`src/rtl/rfphoenix_icmiss_pkg.sv`:
```
// Shared types and constants for the instruction-cache miss handler.
package rfphoenix_icmiss_pkg;

  // 128-bit beats per 64-byte line
  localparam int unsigned ICACHE_BEATS  = 4;
  localparam int unsigned ICACHE_BEAT_W = 128;
  // 2-bit way number (four ways)
  localparam int unsigned ICACHE_WAY_W  = 2;
  // Byte-offset bits within a line
  localparam int unsigned ICACHE_OFS_W  = 6;
  // Cycles spent after the array write so the hit stage sees the new line
  localparam int unsigned ICACHE_SETTLE = 2;

  typedef enum logic [2:0] {
    IDLE   = 3'd0,
    REQ    = 3'd1,
    FILL   = 3'd2,
    WRITE  = 3'd3,
    SETTLE = 3'd4
  } ic_miss_state_t;

endpackage

```
`src/rtl/rfphoenix_icmiss_icway_sel.sv`:
```
// Victim way selection for a line fill.
// Ports:
//   valid_col - per-way valid bits at the miss index (way 0 first)
//   rr        - round-robin counter, used when every way is valid
//   way_c     - chosen way (combinational)
module rfphoenix_icway_sel
  import rfphoenix_icmiss_pkg::*;
#(
  parameter int unsigned WAYS = 4
) (
  input  logic [0:WAYS-1]         valid_col,
  input  logic [ICACHE_WAY_W-1:0] rr,
  output logic [ICACHE_WAY_W-1:0] way_c
);

  // Lowest-numbered invalid way wins; scan high to low so the last hit is the lowest.
  always_comb begin
    way_c = rr;
    for (int w = WAYS - 1; w >= 0; w--) begin
      if (!valid_col[w]) begin
        way_c = ICACHE_WAY_W'(w);
      end
    end
  end

endmodule

```
`src/rtl/rfphoenix_icmiss.sv`:
```
// Instruction-cache miss handler: detects a miss one cycle after the fetch,
// requests the line from memory, gathers the beats, writes the tag/data array
// and maintains the per-way line-valid bits.
// Ports:
//   clk, rst_n                 - clock, async active-low reset
//   ip, ip_vld, ihit           - fetch address/valid and the registered hit
//   mreq_vld/rdy, mreq_adr     - line request handshake and aligned address
//   mresp_vld/dat/err          - fill beats and bus error
//   wr, wr_way/idx/tag/dat     - tag/data array write
//   valid                      - per-line, per-way valid bits
//   inv_all, inv_line, inv_adr - invalidate controls
//   busy                       - fetch stall
//   err, err_adr               - one-cycle bus-error pulse and failing line
module rfphoenix_icmiss
  import rfphoenix_icmiss_pkg::*;
#(
  parameter int unsigned LINES = 128,
  parameter int unsigned WAYS  = 4,
  parameter int unsigned AWID  = 32,
  parameter int unsigned BEATS = ICACHE_BEATS
) (
  input  logic                           clk,
  input  logic                           rst_n,
  input  logic [AWID-1:0]                ip,
  input  logic                           ip_vld,
  input  logic                           ihit,
  output logic                           mreq_vld,
  input  logic                           mreq_rdy,
  output logic [AWID-1:0]                mreq_adr,
  input  logic                           mresp_vld,
  input  logic [ICACHE_BEAT_W-1:0]       mresp_dat,
  input  logic                           mresp_err,
  output logic                           wr,
  output logic [ICACHE_WAY_W-1:0]        wr_way,
  output logic [$clog2(LINES)-1:0]       wr_idx,
  output logic [AWID-ICACHE_OFS_W-1:0]   wr_tag,
  output logic [BEATS*ICACHE_BEAT_W-1:0] wr_dat,
  output logic [LINES-1:0][0:WAYS-1]     valid,
  input  logic                           inv_all,
  input  logic                           inv_line,
  input  logic [AWID-1:0]                inv_adr,
  output logic                           busy,
  output logic                           err,
  output logic [AWID-1:0]                err_adr
);

  localparam int unsigned IDX_W  = $clog2(LINES);
  localparam int unsigned BCNT_W = (BEATS > 1) ? $clog2(BEATS) : 1;
  localparam int unsigned SCNT_W = (ICACHE_SETTLE > 1) ? $clog2(ICACHE_SETTLE) : 1;

  ic_miss_state_t state, next_state;

  logic [AWID-1:0]         ip_d;
  logic                    vld_d;
  logic [AWID-1:0]         miss_adr;
  logic [ICACHE_WAY_W-1:0] way;
  logic [ICACHE_WAY_W-1:0] way_sel_c;
  logic [ICACHE_WAY_W-1:0] rr;
  logic [BCNT_W-1:0]       beat;
  logic [SCNT_W-1:0]       settle_cnt;
  logic                    stale;

  logic [IDX_W-1:0] ip_idx, miss_idx, inv_idx;
  logic             miss, beat_acc, last_beat, fill_done, fill_err, settle_done;
  logic             inv_hits_ip, inv_hits_miss;
  logic             mreq_vld_nxt, busy_nxt, wr_nxt, err_nxt;

  assign ip_idx   = ip_d[ICACHE_OFS_W +: IDX_W];
  assign miss_idx = miss_adr[ICACHE_OFS_W +: IDX_W];
  assign inv_idx  = inv_adr[ICACHE_OFS_W +: IDX_W];

  // Offset bits and upper invalidate-address bits carry no information here
  logic unused_bits;
  assign unused_bits = ^{ip_d[ICACHE_OFS_W-1:0], inv_adr[ICACHE_OFS_W-1:0],
                         inv_adr[AWID-1:ICACHE_OFS_W+IDX_W]};

  // Event decode
  assign miss        = (state == IDLE) && vld_d && !ihit;
  assign beat_acc    = (state == FILL) && mresp_vld && !mresp_err;
  assign last_beat   = (beat == BCNT_W'(BEATS - 1));
  assign fill_done   = beat_acc && last_beat;
  assign fill_err    = (state == FILL) && mresp_err;
  assign settle_done = (settle_cnt == SCNT_W'(ICACHE_SETTLE - 1));

  // An invalidate touching the line being fetched makes the fill stale
  assign inv_hits_ip   = inv_all || (inv_line && (inv_idx == ip_idx));
  assign inv_hits_miss = inv_all || (inv_line && (inv_idx == miss_idx));

  rfphoenix_icway_sel #(
    .WAYS (WAYS)
  ) u_way_sel (
    .valid_col (valid[ip_idx]),
    .rr        (rr),
    .way_c     (way_sel_c)
  );

  // State register
  always_ff @(posedge clk or negedge rst_n) begin
    if (!rst_n) begin
      state <= IDLE;
    end else begin
      state <= next_state;
    end
  end

  // Next-state logic
  always_comb begin
    next_state = state;
    case (state)
      IDLE:    if (miss) next_state = REQ;
      REQ:     if (mreq_vld && mreq_rdy) next_state = FILL;
      FILL: begin
        if (mresp_err) begin
          next_state = IDLE;
        end else if (fill_done) begin
          next_state = WRITE;
        end
      end
      WRITE:   next_state = SETTLE;
      SETTLE:  if (settle_done) next_state = IDLE;
      default: next_state = IDLE;
    endcase
  end

  // Output decode, registered below
  always_comb begin
    mreq_vld_nxt = 1'b0;
    busy_nxt     = 1'b0;
    wr_nxt       = 1'b0;
    err_nxt      = 1'b0;
    mreq_vld_nxt = (next_state == REQ);
    busy_nxt     = (next_state != IDLE);
    wr_nxt       = fill_done;
    err_nxt      = fill_err;
  end

  // Registered control outputs
  always_ff @(posedge clk or negedge rst_n) begin
    if (!rst_n) begin
      mreq_vld <= 1'b0;
      busy     <= 1'b0;
      wr       <= 1'b0;
      err      <= 1'b0;
    end else begin
      mreq_vld <= mreq_vld_nxt;
      busy     <= busy_nxt;
      wr       <= wr_nxt;
      err      <= err_nxt;
    end
  end

  // Fetch pipeline register, miss context, beat gathering and counters
  always_ff @(posedge clk or negedge rst_n) begin
    if (!rst_n) begin
      ip_d       <= '0;
      vld_d      <= 1'b0;
      miss_adr   <= '0;
      way        <= '0;
      rr         <= '0;
      beat       <= '0;
      settle_cnt <= '0;
      stale      <= 1'b0;
      wr_dat     <= '0;
      err_adr    <= '0;
    end else begin
      ip_d  <= ip;
      vld_d <= ip_vld;

      if (miss) begin
        miss_adr <= {ip_d[AWID-1:ICACHE_OFS_W], ICACHE_OFS_W'(0)};
        way      <= way_sel_c;
        beat     <= '0;
        stale    <= inv_hits_ip;
      end else if (((state == REQ) || (state == FILL)) && inv_hits_miss) begin
        stale <= 1'b1;
      end

      if (beat_acc) begin
        for (int b = 0; b < int'(BEATS); b++) begin
          if (beat == BCNT_W'(b)) begin
            wr_dat[b*ICACHE_BEAT_W +: ICACHE_BEAT_W] <= mresp_dat;
          end
        end
        beat <= beat + BCNT_W'(1);
      end

      if (state == WRITE) begin
        rr <= rr + ICACHE_WAY_W'(1);
      end

      if (state == SETTLE) begin
        settle_cnt <= settle_cnt + SCNT_W'(1);
      end else begin
        settle_cnt <= '0;
      end

      if (fill_err) begin
        err_adr <= miss_adr;
      end
    end
  end

  // Valid bits: set alongside the array write, invalidates applied last so they win
  always_ff @(posedge clk or negedge rst_n) begin
    if (!rst_n) begin
      valid <= '0;
    end else begin
      if (fill_done && !stale) begin
        valid[miss_idx][way] <= 1'b1;
      end
      if (inv_line) begin
        valid[inv_idx] <= '0;
      end
      if (inv_all) begin
        valid <= '0;
      end
    end
  end

  assign mreq_adr = miss_adr;
  assign wr_way   = way;
  assign wr_idx   = miss_idx;
  assign wr_tag   = miss_adr[AWID-1:ICACHE_OFS_W];

endmodule
```
`config.mk`:
```
export PLATFORM = sky130hd
export DESIGN_NAME = rfphoenix_icmiss
export DESIGN_NICKNAME = d
export VERILOG_FILES = /design/src/rtl/rfphoenix_icmiss_pkg.sv /design/src/rtl/rfphoenix_icmiss_icway_sel.sv /design/src/rtl/rfphoenix_icmiss.sv
export SDC_FILE = /design/constraint.sdc
export NUM_CORES = 2
export LEC_CHECK = 0
export CORE_AREA = 2 2 522 524
export DETAILED_ROUTE_END_ITERATION = 8
export DIE_AREA = 0 0 524 526
export GPL_ROUTABILITY_DRIVEN = 0
export HOLD_SLACK_MARGIN = 0.02
export PLACE_DENSITY = 0.38
export REMOVE_ABC_BUFFERS = 1
export SETUP_SLACK_MARGIN = 0.05
export SLEW_MARGIN = 20
export SYNTH_ARGS = -nofsm -noshare
export SYNTH_HDL_FRONTEND = slang
export SYNTH_HIERARCHICAL = 1
export SYNTH_SLANG_ARGS = --single-unit
```
`constraint.sdc`:
```
create_clock -name clk -period 10.1 [get_ports clk]
set_clock_uncertainty 0.15 [all_clocks]
set_input_delay 1.515 -clock clk [delete_from_list [all_inputs] [get_ports clk]]
set_output_delay 1.515 -clock clk [all_outputs]
set_load 0.02 [all_outputs]
```
==> metrics <==
share of cells above drive strength 1 0.208; nets 5057; Syn-to-layout area delta 47.4%; initial antenna violation count 41; Peak Freq 0.199 GHz; CTS buffer count 153; RSZ-0062 raised after global routing false; I/O pin count 1328; CTS max path bufs 4; global-route wire length before repair 345 mm; Top FF cell, synth dfrtp_1; number of flops mapped to enable cells by yosys 0; total track usage 0.182; cell taking the most area after synthesis dfrtp_1; synth top area cells dfrtp_1 (61%), mux2_2 (13%), mux4_2 (8.2%), a21oi_1 (5.5%), nor2_1 (5.3%); count of buffers from port buffering 1284; Worst EP required 10630 ps; latest clock arrival within the worst-skew pair 810 ps; CP Max Fanout 54; Initial DRC Count 2332; Root Buffer clkbuf_16; pwr/cell area 215 nW/um^2; Die Ht 526 microns; Worst setup EP type flip-flop; worst-path cell chain clkdlybuf4s50_1, nor2b_1, nand3_1, nor3_2, buf_4, buf_4, a21oi_1, nor2_1; dpl cells 8266; Row Count 191; max incr delay on CP 780 ps; pin count of the biggest net entering global routing 146; drt drc 0; min Tclk post-route 5020 ps; static leakage 29.8 nW; Post-Route Utilization 0.252; Yosys reg bits 1118; Tcrit/Tclk final 0.497; die span in x 524 microns; Initial DRT Pass Iterations 5; post-route ant nets 0; Setup Buffers After CTS 0; WL/cell 30.3 microns; Relative slew margins 0.232; aggregate global routing overflow 0; post-DP HPWL 192 mm; HP Class flip-flop to flip-flop; Syn Inst Count 3595; sequential share of the synthesized area 0.606; Gates resized, CTS repair 0; CTS Hold Buffers Added 0; endpoints failing setup 0; core area 270000 sq um; non-filler cells, final 8540; Worst path top cell family by delay buffers and inverters; status complete, no violations; MaxCap Viol Count 0; Buf+Inv Stages, Crit Path 3; Final Max Tran Viols 0; Worst Path Class, Setup input port to flip-flop; Hold Violations, Final 0; post-synth cell types 37; CTS tree yes; via count 36200; WL final 259 mm; Yosys warnings 6; CP arrival 5550 ps; Post-Syn Area 46100 sq um; actual slew at the worst max-slew pin 1150 ps; Hold WS 265 ps; CTS sink cnt 1118; Initial Utilization 0.171; vias in the first global route 37500; Design Power 14.6 mW; share of the synthesized area in the top cell type 0.606; Clock transition at path regs 50 ps; # H-tree levels 4; average size of a mapped cell 12.8 sq um; vias per cell 4.24; Startpoint Class input port; most frequent CP cell buf_4; DIE AREA 276000 sq um; Worst VDD drop 0.145 mV; async set-reset flop share out of synthesis 1.00; Crit-path slowest cell buf_4
==> report_power, final <==
part / switching [mW] / leakage (nW) / total [mW] / internal, mW
combinational: 2.22 / 12.0 / 3.80 / 1.58
clock: 2.17 / 2.38 / 5.38 / 3.21
sequential: 0.379 / 15.4 / 5.42 / 5.05
==> cells in the final DEF (no fill, tap or decap), types with 3 or more instances in the layout <==
cell type,n
conb_1,12
xor2_1,14
inv_6,5
clkbuf_16,154
mux4_2,168
o21a_1,4
nand2_4,3
buf_12,9
inv_1,5
nor2_4,6
nand2b_1,11
nor2b_1,12
nor4_1,7
mux2_2,542
buf_4,53
clkbuf_8,31
dfrtp_1,1114
or3b_2,3
clkbuf_1,39
nor2_1,647
nor3_2,9
clkdlybuf4s50_1,1282
a21oi_1,511
diode_2,13
nand3_1,8
ha_1,4
a21o_1,126
nand3b_1,4
clkinvlp_4,4
nand2_1,105
dfrtp_4,3
xnor2_1,3
nor3_1,4
clkinv_2,16
bufinv_16,7
==> stage by stage <==
step | TNS [ps] | worst slack, ps | instance area [sq um]
after floorplan | -128100 | -1240 | 45000
after global placement | 0 | 4310 | 63100
after detailed placement | 0 | 4290 | 63100
after CTS | 0 | 5080 | 67900
after global routing | 0 | 4780 | 68000
final | 0 | 5080 | 68000
==> per-layer routing <==
metal | vias to the layer above | routed length [microns] | GRT usage
met5 | - | 244 | 0
met4 | 38 | 7840 | 0.0517
met3 | 357 | 24000 | 0.0649
met2 | 1638 | 130000 | 0.320
met1 | 19000 | 96200 | 0.205
li1 | 15200 | - | -
==> area by class of cell <==
cell class                      instances  area, sq um
Sequential cell                      1118        28000
Inverter                                6         30.0
Multi-Input combinational cell       2227        17200
Antenna cell                           13         32.5
Timing Repair Buffer                 1346        13500
Clock inverter                         36          435
Fill cell                           28400       202000
Tap cell                             3570         4470
Clock buffer                          224         4430
==> path summary, 6_finish.rpt <==
kind	from	end	slack [ps]	cells after the start
min reg2reg	settle_cnt$_DFF_PN0_	settle_cnt$_DFF_PN0_	270	1
max	mresp_err	valid[338]$_DFF_PN0_	5080	8
min	settle_cnt$_DFF_PN0_	settle_cnt$_DFF_PN0_	270	1
min in group asynchronous	rst_n	wr_dat[464]$_DFFE_PN0P_	570	1
max reg2reg	state[1]$_DFF_PN0_	valid[338]$_DFF_PN0_	5130	7
max in group asynchronous	rst_n	ip_d[10]$_DFF_PN0_	6950	3
==> cell families (layout without fill, tap and decap cells) <==
kind of cell               after synthesis  count (layout)  share of synthesized area
DFF                                   1118            1118                      0.606
and+or+nand+nor                        836             836                     0.0716
muxes                                  710             710                      0.214
AOI/OAI and AO/OA                      648             648                     0.0777
buffers and inverters                  261            1612                     0.0258
xor gates and xnor gates                17              17                    0.00323
adders and majority gates                4               4                    0.00108
other                                    1              25                  0.0000813
==> synthesized netlist by cell type (all sizes together), types with 3 or more instances <==
library cell and instances:
ha 4, a21oi 511, nor2 655, nand2 110, dfrtp 1118, nand3 9, or3b 3, nor4 9
nand3b 4, buf 84, o21a 4, xor2 14, and2 3, nand2b 11, mux4 168, clkbuf 171
inv 6, mux2 542, xnor2 3, a21o 126, nor2b 12, nor3 13
==> worst register-to-register path, delay by kind of cell (launching register included) <==
family	cells	cell delay, ps
simple gates	4	2400
flops	1	490
buf+inv	2	1630
compound gates	1	190
==> sequential cells by signal (all words and copies together), names as in the netlist <==
| register | flops |
|---|---|
| mreq_adr | 26 |
| wr | 1 |
| state | 3 |
| rr | 2 |
| err | 1 |
| valid | 512 |
| wr_dat | 512 |
| ip_d | 26 |
| vld_d | 1 |
| beat | 2 |
| busy | 1 |
| stale | 1 |
| wr_way | 2 |
| err_adr | 26 |
| settle_cnt | 1 |
| mreq_vld | 1 |
No activity file was read; power rests on OpenSTA's default activity.
